===== src/rtl/lcg_stim_gen.sv =====
// lcg_stim_gen: LCG-driven vector source on a valid/ready handshake with a programmable vector budget
module lcg_stim_gen #(
  parameter int          VEC_W        = 141,
  parameter logic [31:0] SEED_DEFAULT = 32'hF30AC820,
  parameter int          CNT_W        = 32
) (
  input  logic             clk,
  input  logic             rst_n,
  input  logic             seed_load,
  input  logic [31:0]      seed_in,
  input  logic [CNT_W-1:0] num_vectors,
  input  logic             start,
  output logic             vec_valid,
  input  logic             vec_ready,
  output logic [VEC_W-1:0] vec_data,
  output logic             busy,
  output logic             done,
  output logic [CNT_W-1:0] vec_count,
  output logic [31:0]      rng_state
);
  localparam int NWORDS = (VEC_W + 31) / 32;
  localparam int IW     = NWORDS > 1 ? $clog2(NWORDS) : 1;
  typedef enum logic [1:0] {IDLE, FILL, HOLD, DONE} state_t;
  state_t state, state_n;
  logic [IW-1:0]    word_idx;
  logic [CNT_W-1:0] budget, cnt_inc;
  logic [31:0]      n;
  logic [VEC_W-1:0] ins, msk;
  logic             idle_like, last, hs;
  assign n         = rng_state * 32'h41C64E6D + 32'h3039;
  assign idle_like = state == IDLE || state == DONE;
  assign last      = word_idx == IW'(NWORDS - 1);
  assign hs        = state == HOLD && vec_valid && vec_ready;
  assign cnt_inc   = vec_count + CNT_W'(1);
  assign busy      = state == FILL || state == HOLD;
  assign done      = state == DONE;
  // shifting past VEC_W drops the excess, which truncates the final word for free
  assign ins       = VEC_W'(n) << {word_idx, 5'd0};
  assign msk       = VEC_W'(32'hFFFF_FFFF) << {word_idx, 5'd0};
  always_comb begin
    state_n = state;
    case (state)
      IDLE, DONE: state_n = start ? (num_vectors == '0 ? DONE : FILL) : state;
      FILL:       state_n = last ? HOLD : FILL;
      HOLD:       state_n = hs ? (cnt_inc == budget ? DONE : FILL) : HOLD;
      default:    state_n = IDLE;
    endcase
  end
  always_ff @(posedge clk or negedge rst_n)
    if (!rst_n) state <= IDLE;
    else state <= state_n;
  always_ff @(posedge clk or negedge rst_n) begin
    if (!rst_n) begin
      rng_state <= SEED_DEFAULT;
      vec_data  <= '0;
      vec_valid <= 1'b0;
      vec_count <= '0;
      word_idx  <= '0;
      budget    <= '0;
    end else if (idle_like) begin
      if (seed_load) rng_state <= seed_in;
      if (start) begin
        budget    <= num_vectors;
        vec_count <= '0;
        vec_valid <= 1'b0;
        word_idx  <= '0;
      end
    end else if (state == FILL) begin
      rng_state <= n;
      vec_data  <= (vec_data & ~msk) | (ins & msk);
      word_idx  <= last ? '0 : word_idx + IW'(1);
      if (last) vec_valid <= 1'b1;
    end else if (hs) begin
      vec_count <= cnt_inc;
      vec_valid <= 1'b0;
    end
  end
endmodule


===== config.mk =====
export PLATFORM = sky130hd
export DESIGN_NAME = lcg_stim_gen
export DESIGN_NICKNAME = d
export VERILOG_FILES = /design/src/rtl/lcg_stim_gen.sv
export SDC_FILE = /design/constraint.sdc
export NUM_CORES = 1
export LEC_CHECK = 0
export CAP_MARGIN = 20
export CORE_ASPECT_RATIO = 0.7
export CORE_MARGIN = 8
export CORE_UTILIZATION = 61
export DETAILED_ROUTE_END_ITERATION = 10
export PLACE_DENSITY = 0.93
export SYNTH_ARGS = -nofsm -noshare
export SYNTH_HDL_FRONTEND = slang
export SYNTH_SLANG_ARGS = --single-unit
export TNS_END_PERCENT = 30

===== constraint.sdc =====
create_clock -name clk -period 11.74 [get_ports clk]
set_input_delay 1.761 -clock clk [delete_from_list [all_inputs] [get_ports clk]]
set_output_delay 1.761 -clock clk [all_outputs]
set_load 0.005 [all_outputs]

==> impl_metrics.ini, run 1 <==
[synthesis]
synth_edf_count = 0
synth_area_um2 = 20000
synth_ff_type = dfrtp_1
ys_seq_elements = 243
synth_largest_area_cell = dfrtp_1
synthTopCellsByArea = dfrtp_1 29%, fa_1 19%, ha_1 13%
synthArstFlopShare_pct = 100
synth_fp_nets = 2470
synth_top_area_share_pct = 28.9
synth_warnings = 0
synth_cell_types = 78
postSynthAreaPerCell_um2 = 10.0
netlist_instances = 1999
ys_seq_area_share_pct = 30.4

[sta]
max_freq_mhz = 125
rsz0062_at_grt = no
min_period_over_period_pct = 68.4
hold_viol_final = 0
finalCriticalPeriod_ns = 8.02
worst_pin_slew_ns = 1.13
maxSlewHeadroom_pct = 24.7
finalSetupViolCount = 0
setup_tns_ns = 0
skew_ns = 0.0263
finalMaxSlewViolations = 0

[hold_path]
hold_path_class = flop to flop
hold_path_depth = 2

[cts]
h-tree-depth = 1
numCtsBuffers = 26
cts-resized-gates = 0
cts_root_buffer = clkbuf_16
cts-hold-fix-buffers = 0
cts_setup_buffers = 0
clkTransAtPathRegs_ns = 0.07
cts.sinks = 243
clock_latency_ns = 0.58
cts_tree = done
clock_path_buffers = 3

[die]
io_pins = 277
start_util_pct = 61.9
die_h_um = 168
coreArea_um2 = 32300
dieArea_um2 = 39000
die_x_um = 233
num_rows = 55

[worst_setup_path]
crit_type = flop to flop
required_ns = 12.13
startpoint_type = flop
cp_max_fo = 17
end_kind = flop
cp.arrival_ns = 8.41
rr_worst_depth = 23

[cells_and_area]
nets = 2731
area_delta_synth_final_pct = 20.3
nFillCells = 2117
drive_above_1_share_pct = 5.96

[global_routing]
grt_start_max_net_pins = 102
grt_pass1_vias = 17400
antenna_found_initial = 6
grt_overflow = 0
grt_pass1_wl_um = 111000
gr-usage-all-layers_pct = 37.5

[routing]
drcViolationCount = 0
drt_iter0_markers = 2019
vias = 16900
via_per_inst = 6.22
final_antenna_net_count = 0
drtPass1Iterations = 6
wl_um = 73500
wl_per_cell_um = 27.1

[status]
status = finished clean

[job]
maxCapViolCount = 0

[place]
portBuffers = 276
dpl.hpwl_um = 56300
finalWeightedCongestion = 1.01
synth_stat cells, types with 3 or more instances:
| library cell | count |
|---|---|
| buf_2 | 3 |
| clkbuf_1 | 47 |
| a22o_1 | 79 |
| mux2_2 | 32 |
| dfrtp_1 | 231 |
| nand4_1 | 13 |
| o21ai_0 | 132 |
| mux2i_1 | 21 |
| a211oi_2 | 3 |
| a21o_1 | 15 |
| a211oi_1 | 9 |
| dfstp_2 | 12 |
| a22oi_1 | 6 |
| nand2_1 | 188 |
| nor3_1 | 17 |
| o21a_1 | 5 |
| xor2_1 | 37 |
| and4_1 | 4 |
| a31oi_1 | 6 |
| nand2b_1 | 6 |
| a21oi_1 | 38 |
| o2111ai_1 | 6 |
| and2_1 | 7 |
| nor4_1 | 12 |
| buf_1 | 6 |
| o31ai_1 | 18 |
| or2_2 | 3 |
| xnor2_1 | 74 |
| nand3_1 | 24 |
| o21bai_1 | 3 |
| ha_1 | 215 |
| nor2_1 | 47 |
| and3_1 | 9 |
| inv_1 | 407 |
| fa_1 | 187 |
| o21ai_1 | 3 |
| nor2b_1 | 8 |
| or3_1 | 10 |
| o211ai_1 | 6 |
layout make-up:
| type | instances | area, µm² | share of cell area [%] |
|---|---|---|---|
| clock inverter | 10 | 95.1 | 0.395 |
| antenna | 4 | 10.0 | 0.0415 |
| inverter | 407 | 1530 | 6.34 |
| tap | 427 | 534 | 2.22 |
| multi-input combinational | 1287 | 12200 | 50.5 |
| sequential | 243 | 6100 | 25.3 |
| timing repair buffer | 295 | 2930 | 12.1 |
| clock buffer | 38 | 736 | 3.05 |
cell families after synthesis:
kind of cell             Yosys count  share of synthesized area (%)
adder cells (fa/ha/maj)          403                           32.2
AO/OA/AOI/OAI                    353                           12.0
flip-flops                       243                           30.4
buffers and inverters            469                           8.96
multiplexers                      53                           2.85
XOR/XNOR                         111                           4.85
AND/OR/NAND/NOR                  367                           8.78
worst max-delay path: stages (launching register included):
cell and delay [ns]:
dfrtp_1 0.94, inv_1 0.27, ha_1 0.56, inv_1 0.31, ha_1 0.20, inv_1 0.05, fa_1 0.41, fa_1 0.52
inv_1 0.05, ha_1 0.27, inv_1 0.05, fa_1 0.55, inv_1 0.06, fa_1 0.39, fa_1 0.41, ha_1 0.40
a21o_1 0.19, a21o_1 0.17, a21oi_1 0.40, nand2_1 0.16, o2111ai_1 0.28, a21boi_1 0.12, xnor2_1 0.76, o21ai_0 0.32
layer usage:
metal	up-vias	GRT usage (%)	wire length, µm
met2	1186	53.6	30800
met5	-	0	13
met1	8404	52.8	29800
li1	7048	-	-
met3	218	14.5	10300
met4	2	10.2	2600
through the flow:
step           hold WS [ns]  utilization [%]  setup slack, ns  cells  cell area, µm²
2_1_floorplan         0.473                -             5.21   1999           20000
3_3_place_gp          0.462             71.8             4.17   2657           23200
3_5_place_dp          0.469             71.8             3.97   2657           23200
4_1_cts               0.489             74.4             3.94   2705           24100
5_1_grt               0.505             74.5             3.61   2711           24100
6_report              0.487             74.5             3.72   2711           24100
cells in the final DEF (no fill, tap or decap), types with 24 or more instances in the layout:
| cell | synthesis | routed |
|---|---|---|
| xor2_1 | 37 | 37 |
| nand2_1 | 188 | 188 |
| fa_1 | 187 | 187 |
| clkbuf_16 | 0 | 27 |
| xnor2_1 | 74 | 74 |
| a21oi_1 | 38 | 37 |
| o21ai_0 | 132 | 132 |
| inv_1 | 407 | 407 |
| ha_1 | 215 | 215 |
| mux2_2 | 32 | 32 |
| nand3_1 | 24 | 24 |
| nor2_1 | 47 | 47 |
| dfrtp_1 | 231 | 231 |
| a22o_1 | 79 | 79 |
| clkdlybuf4s50_1 | 0 | 275 |
final timing paths:
path	slack [ns]	to	startpoint
max	3.72	flop	rng_state[0]
min	0.49	flop	flop
max reg2reg	3.72	flop	rng_state[0]
min reg2reg	0.49	flop	flop
max in group asynchronous	8.11	asynchronous set/reset pin	rst_n
min in group asynchronous	1.19	budget[6]	rst_n
Power of run 1 is left out: the tool's default activity adds up to more than one toggle a clock period on the data nets, which glitch-free logic cannot reach.
==> run 2: changes to the inputs <==
--- a/config.mk
+++ b/config.mk
@@ -8,9 +8,9 @@
 export CAP_MARGIN = 20
 export CORE_ASPECT_RATIO = 0.7
 export CORE_MARGIN = 8
-export CORE_UTILIZATION = 61
+export CORE_UTILIZATION = 51
 export DETAILED_ROUTE_END_ITERATION = 10
-export PLACE_DENSITY = 0.93
+export PLACE_DENSITY = 0.83
 export SYNTH_ARGS = -nofsm -noshare
 export SYNTH_HDL_FRONTEND = slang
 export SYNTH_SLANG_ARGS = --single-unit
==> constraint.sdc (replaced) <==
create_clock -name clk -period 7.1 [get_ports clk]
set_input_delay 1.065 -clock clk [delete_from_list [all_inputs] [get_ports clk]]
set_output_delay 1.065 -clock clk [all_outputs]
set_load 0.005 [all_outputs]
==> impl_metrics.ini, run 2 (synthesized netlist as in run 1, its figures left out) <==
[sta]
hold_viol_final = 0
min_period_over_period_pct = 96.6
setup_tns_ns = 0
rsz0062_at_grt = yes
max_freq_mhz = 146
finalCriticalPeriod_ns = 6.86
skew_ns = 0.0131
maxSlewHeadroom_pct = 23.0
finalSetupViolCount = 0
finalMaxSlewViolations = 0
worst_pin_slew_ns = 1.15

[cts]
cts_root_buffer = clkbuf_16
clock_latency_ns = 0.57
h-tree-depth = 1
cts-hold-fix-buffers = 0
cts.sinks = 243
clkTransAtPathRegs_ns = 0.07
numCtsBuffers = 26
clock_path_buffers = 3
cts_tree = done

[routing]
wl_per_cell_um = 24.1
via_per_inst = 5.78
drt_iter0_markers = 1804
final_antenna_net_count = 0
wl_um = 68500
drcViolationCount = 0
drtPass1Iterations = 6
vias = 16400

[global_routing]
antenna_found_initial = 3
gr-usage-all-layers_pct = 29.8
grt_pass1_wl_um = 106000
grt_pass1_vias = 17200
grt_overflow = 0
grt_start_max_net_pins = 157

[hold_path]
hold_path_class = flop to flop

[job]
maxCapViolCount = 0

[die]
coreArea_um2 = 38600
start_util_pct = 51.9
die_x_um = 253
die_h_um = 182
io_pins = 277
dieArea_um2 = 46000
num_rows = 60

[place]
placed_area_um2 = 23600
finalWeightedCongestion = 0.970
dp.cells = 2789
portBuffers = 276
dpl.hpwl_um = 54400

[cells_and_area]
fin_area_um2 = 24700
stdcell_count = 2846
final_cell_mix = 407 x inv_1, 275 x clkdlybuf4s50_1, 230 x dfrtp_1
drive_above_1_share_pct = 8.11
nFillCells = 3120
area_delta_synth_final_pct = 23.1
final_common_cell = inv_1
final_util_pct = 63.9
nets = 2769

[status]
status = finished clean

[worst_setup_path]
end_kind = flop
cp_max_fo = 9
crit_type = flop to flop
startpoint_type = flop
cp.arrival_ns = 7.35
required_ns = 7.60
-- run 2: changes by cell type in the layout (fill, tap and decap cells not counted), moves of 3 or more --
cell	before	now
ha_1	215	212
ha_2	0	3
clkbuf_8	4	8
clkbuf_1	8	3
bufinv_16	0	3
buf_4	17	55
-- run 2: stage by stage --
| step | setup slack, ns | hold slack [ns] |
|---|---|---|
| 6_report | 0.243 | 0.478 |
| 5_1_grt | -0.0365 | 0.520 |
| 4_1_cts | 0.0159 | 0.486 |
| 3_5_place_dp | 0.114 | 0.470 |
| 3_3_place_gp | 0.251 | 0.462 |
| 2_1_floorplan | 0.566 | 0.473 |
-- run 2: worst max-delay path: stages, from the launching register on --
cell      delay [ns]
dfstp_2         0.62
ha_1            0.30
fa_1            0.52
inv_1           0.07
fa_1            0.54
inv_1           0.05
fa_1            0.49
fa_1            0.54
inv_1           0.05
fa_1            0.47
inv_1           0.05
fa_1            0.54
inv_1           0.07
fa_1            0.49
inv_1           0.05
ha_2            0.33
a21oi_1         0.15
nor2_1          0.06
o21a_1          0.20
or3_1           0.36
a211oi_2        0.21
nor3b_1         0.10
or3b_1          0.36
a31oi_1         0.16
-- run 2: path summary, 6_finish.rpt --
path | startpoint | to | slack (ns) | cells after the start
worst min-delay path | flop | flop | 0.48 | 2
max in group asynchronous | rst_n | asynchronous set/reset pin | 5.31 | 2
worst max-delay path | rng_state[17] | rng_state[31] | 0.24 | 23
worst min register to register | flop | flop | 0.48 | 2
min in group asynchronous | rst_n | budget[12] | 0.51 | 1
worst max register to register | rng_state[17] | rng_state[31] | 0.24 | 23
-- run 2: final cells by class --
type | count | area (µm²) | share of cell area (%)
diodes | 2 | 5.00 | 0.0203
repair buffers | 333 | 3220 | 13.0
well taps | 527 | 659 | 2.67
flip-flops and latches | 243 | 6100 | 24.7
clock inverters | 10 | 163 | 0.660
multi-input cells | 1287 | 12200 | 49.5
inverters | 407 | 1530 | 6.20
clock buffers | 37 | 772 | 3.13
-- run 2: metal layers --
layer	GRT usage, %	up-vias	wire, µm
met5	0	-	9
met4	6.94	2	1890
met3	10.6	125	8910
met2	43.5	947	29300
met1	41.9	8245	28400
li1	-	7126	-
-- run 2: what timing repair did --
item,in CTS,in global routing
setup endpoints to repair,0,36
setup buffers,0,7
gates resized for setup,0,12
Power of run 2 is left out for the same reason.
==> run 3: changes to the inputs <==
--- a/config.mk
+++ b/config.mk
@@ -9,8 +9,9 @@
 export CORE_ASPECT_RATIO = 0.7
 export CORE_MARGIN = 8
 export CORE_UTILIZATION = 51
+export CTS_CLUSTER_DIAMETER = 40
 export DETAILED_ROUTE_END_ITERATION = 10
-export PLACE_DENSITY = 0.83
+export PLACE_DENSITY_LB_ADDON = 0.15
 export SYNTH_ARGS = -nofsm -noshare
 export SYNTH_HDL_FRONTEND = slang
 export SYNTH_SLANG_ARGS = --single-unit
==> impl_metrics.ini, run 3 (synthesized netlist as in run 1, its figures left out) <==
[cells_and_area]
area_delta_synth_final_pct = 24.6
drive_above_1_share_pct = 8.71
nFillCells = 3145
nets = 2773
final_cell_mix = 407 x inv_1, 275 x clkdlybuf4s50_1, 229 x dfrtp_1
multi_input_area_um2 = 12200
final_common_cell = inv_1
seqCellArea_um2 = 6100

[hold_path]
hold_path_class = flop to flop

[worst_setup_path]
startpoint_type = flop
crit_type = flop to flop
cp_max_fo = 6
end_kind = flop
cp.arrival_ns = 7.24
required_ns = 7.53

[global_routing]
grt_start_max_net_pins = 104
grt_overflow = 0
antenna_found_initial = 4
gr-usage-all-layers_pct = 29.6
grt_pass1_vias = 16700
grt_pass1_wl_um = 104000

[sta]
skew_ns = 0.0323
hold_viol_final = 0
finalMaxSlewViolations = 0
max_freq_mhz = 147
finalCriticalPeriod_ns = 6.81
min_period_over_period_pct = 95.9
setup_tns_ns = 0
worst_pin_slew_ns = 0.990
maxSlewHeadroom_pct = 33.6
finalSetupViolCount = 0
rsz0062_at_grt = no

[routing]
vias = 16000
wl_per_cell_um = 23.8
drt_iter0_markers = 1208
drtPass1Iterations = 5
wl_um = 68000
via_per_inst = 5.60
drcViolationCount = 0
final_antenna_net_count = 0

[cts]
numCtsBuffers = 36
clkTransAtPathRegs_ns = 0.06
clock_path_buffers = 3
cts_root_buffer = clkbuf_16
h-tree-depth = 2
cts_tree = done
cts.sinks = 243
clock_latency_ns = 0.54

[place]
dpl.hpwl_um = 54600
finalWeightedCongestion = 0.978
portBuffers = 276

[die]
die_h_um = 182
start_util_pct = 51.9
die_x_um = 253
dieArea_um2 = 46000
coreArea_um2 = 38600
num_rows = 60
io_pins = 277

[status]
status = finished clean

[job]
maxCapViolCount = 0
run 3: cell count changes in the layout (fill, tap and decap cells not counted), sizes merged:
cell / change
clkinvlp: +2
bufinv: +1
diode: +2
clkbuf: +6
inv: +1
buf: -6
clkinv: +9
run 3: critical path, stage by stage, from the launching register on:
cell and delay, ns:
dfrtp_1 0.47, ha_1 0.43, xor2_1 0.20, ha_1 0.20, a21oi_1 0.21, fa_1 0.47
fa_1 0.51, inv_1 0.06, fa_1 0.48, fa_1 0.46, fa_1 0.55, inv_1 0.06
fa_1 0.48, inv_1 0.04, ha_1 0.29, a2111oi_2 0.42, o21ai_1 0.13, a41o_1 0.27
nand2b_4 0.15, o2111ai_1 0.25, o311ai_2 0.18, buf_4 0.20, a22o_1 0.20
run 3: final timing paths:
path,startpoint,endpoint,slack [ns],cells past startpoint
setup / recovery,rng_state[8],flop,0.29,22
min in group asynchronous,rst_n,budget[22],0.55,1
max in group asynchronous,rst_n,asynchronous set/reset pin,5.01,2
hold / removal,flop,flop,0.48,2
hold reg to reg,flop,flop,0.48,2
setup reg to reg,rng_state[8],flop,0.29,22
run 3: cell type report:
class	instances	share of cell area, %
clock inverter	23	1.16
clock buffer	43	3.88
tap	527	2.64
inverter	407	6.12
sequential	243	24.4
timing repair buffer	327	12.7
antenna	4	0.0401
multi-input combinational	1287	49.0
run 3: stage by stage:
step	std cells	utilization [%]	worst slack, ns	area (µm²)	hold WS (ns)
2_1_floorplan	1999	-	0.566	20000	0.473
3_3_place_gp	2786	61.1	0.364	23600	0.461
3_5_place_dp	2787	61.1	0.207	23600	0.465
4_1_cts	2853	64.4	0.154	24900	0.479
5_1_grt	2860	64.7	0.0132	25000	0.509
6_report	2861	64.7	0.292	25000	0.477
run 3: repair_timing:
item	in CTS	in global routing
hold buffers	0	0
endpoints found under the hold margin	0	0
buffers inserted	0	4
endpoints found under the setup margin	0	25
gates resized for setup	0	14
run 3: layer usage:
layer | wire length, µm | global-route usage (%) | share of wire [%]
met3 | 7900 | 10.7 | 12
met5 | 0 | 0 | 0
met4 | 1360 | 6.61 | 2.0
met1 | 30700 | 43.6 | 45
met2 | 28100 | 41.2 | 41
Power of run 3 is left out for the same reason.
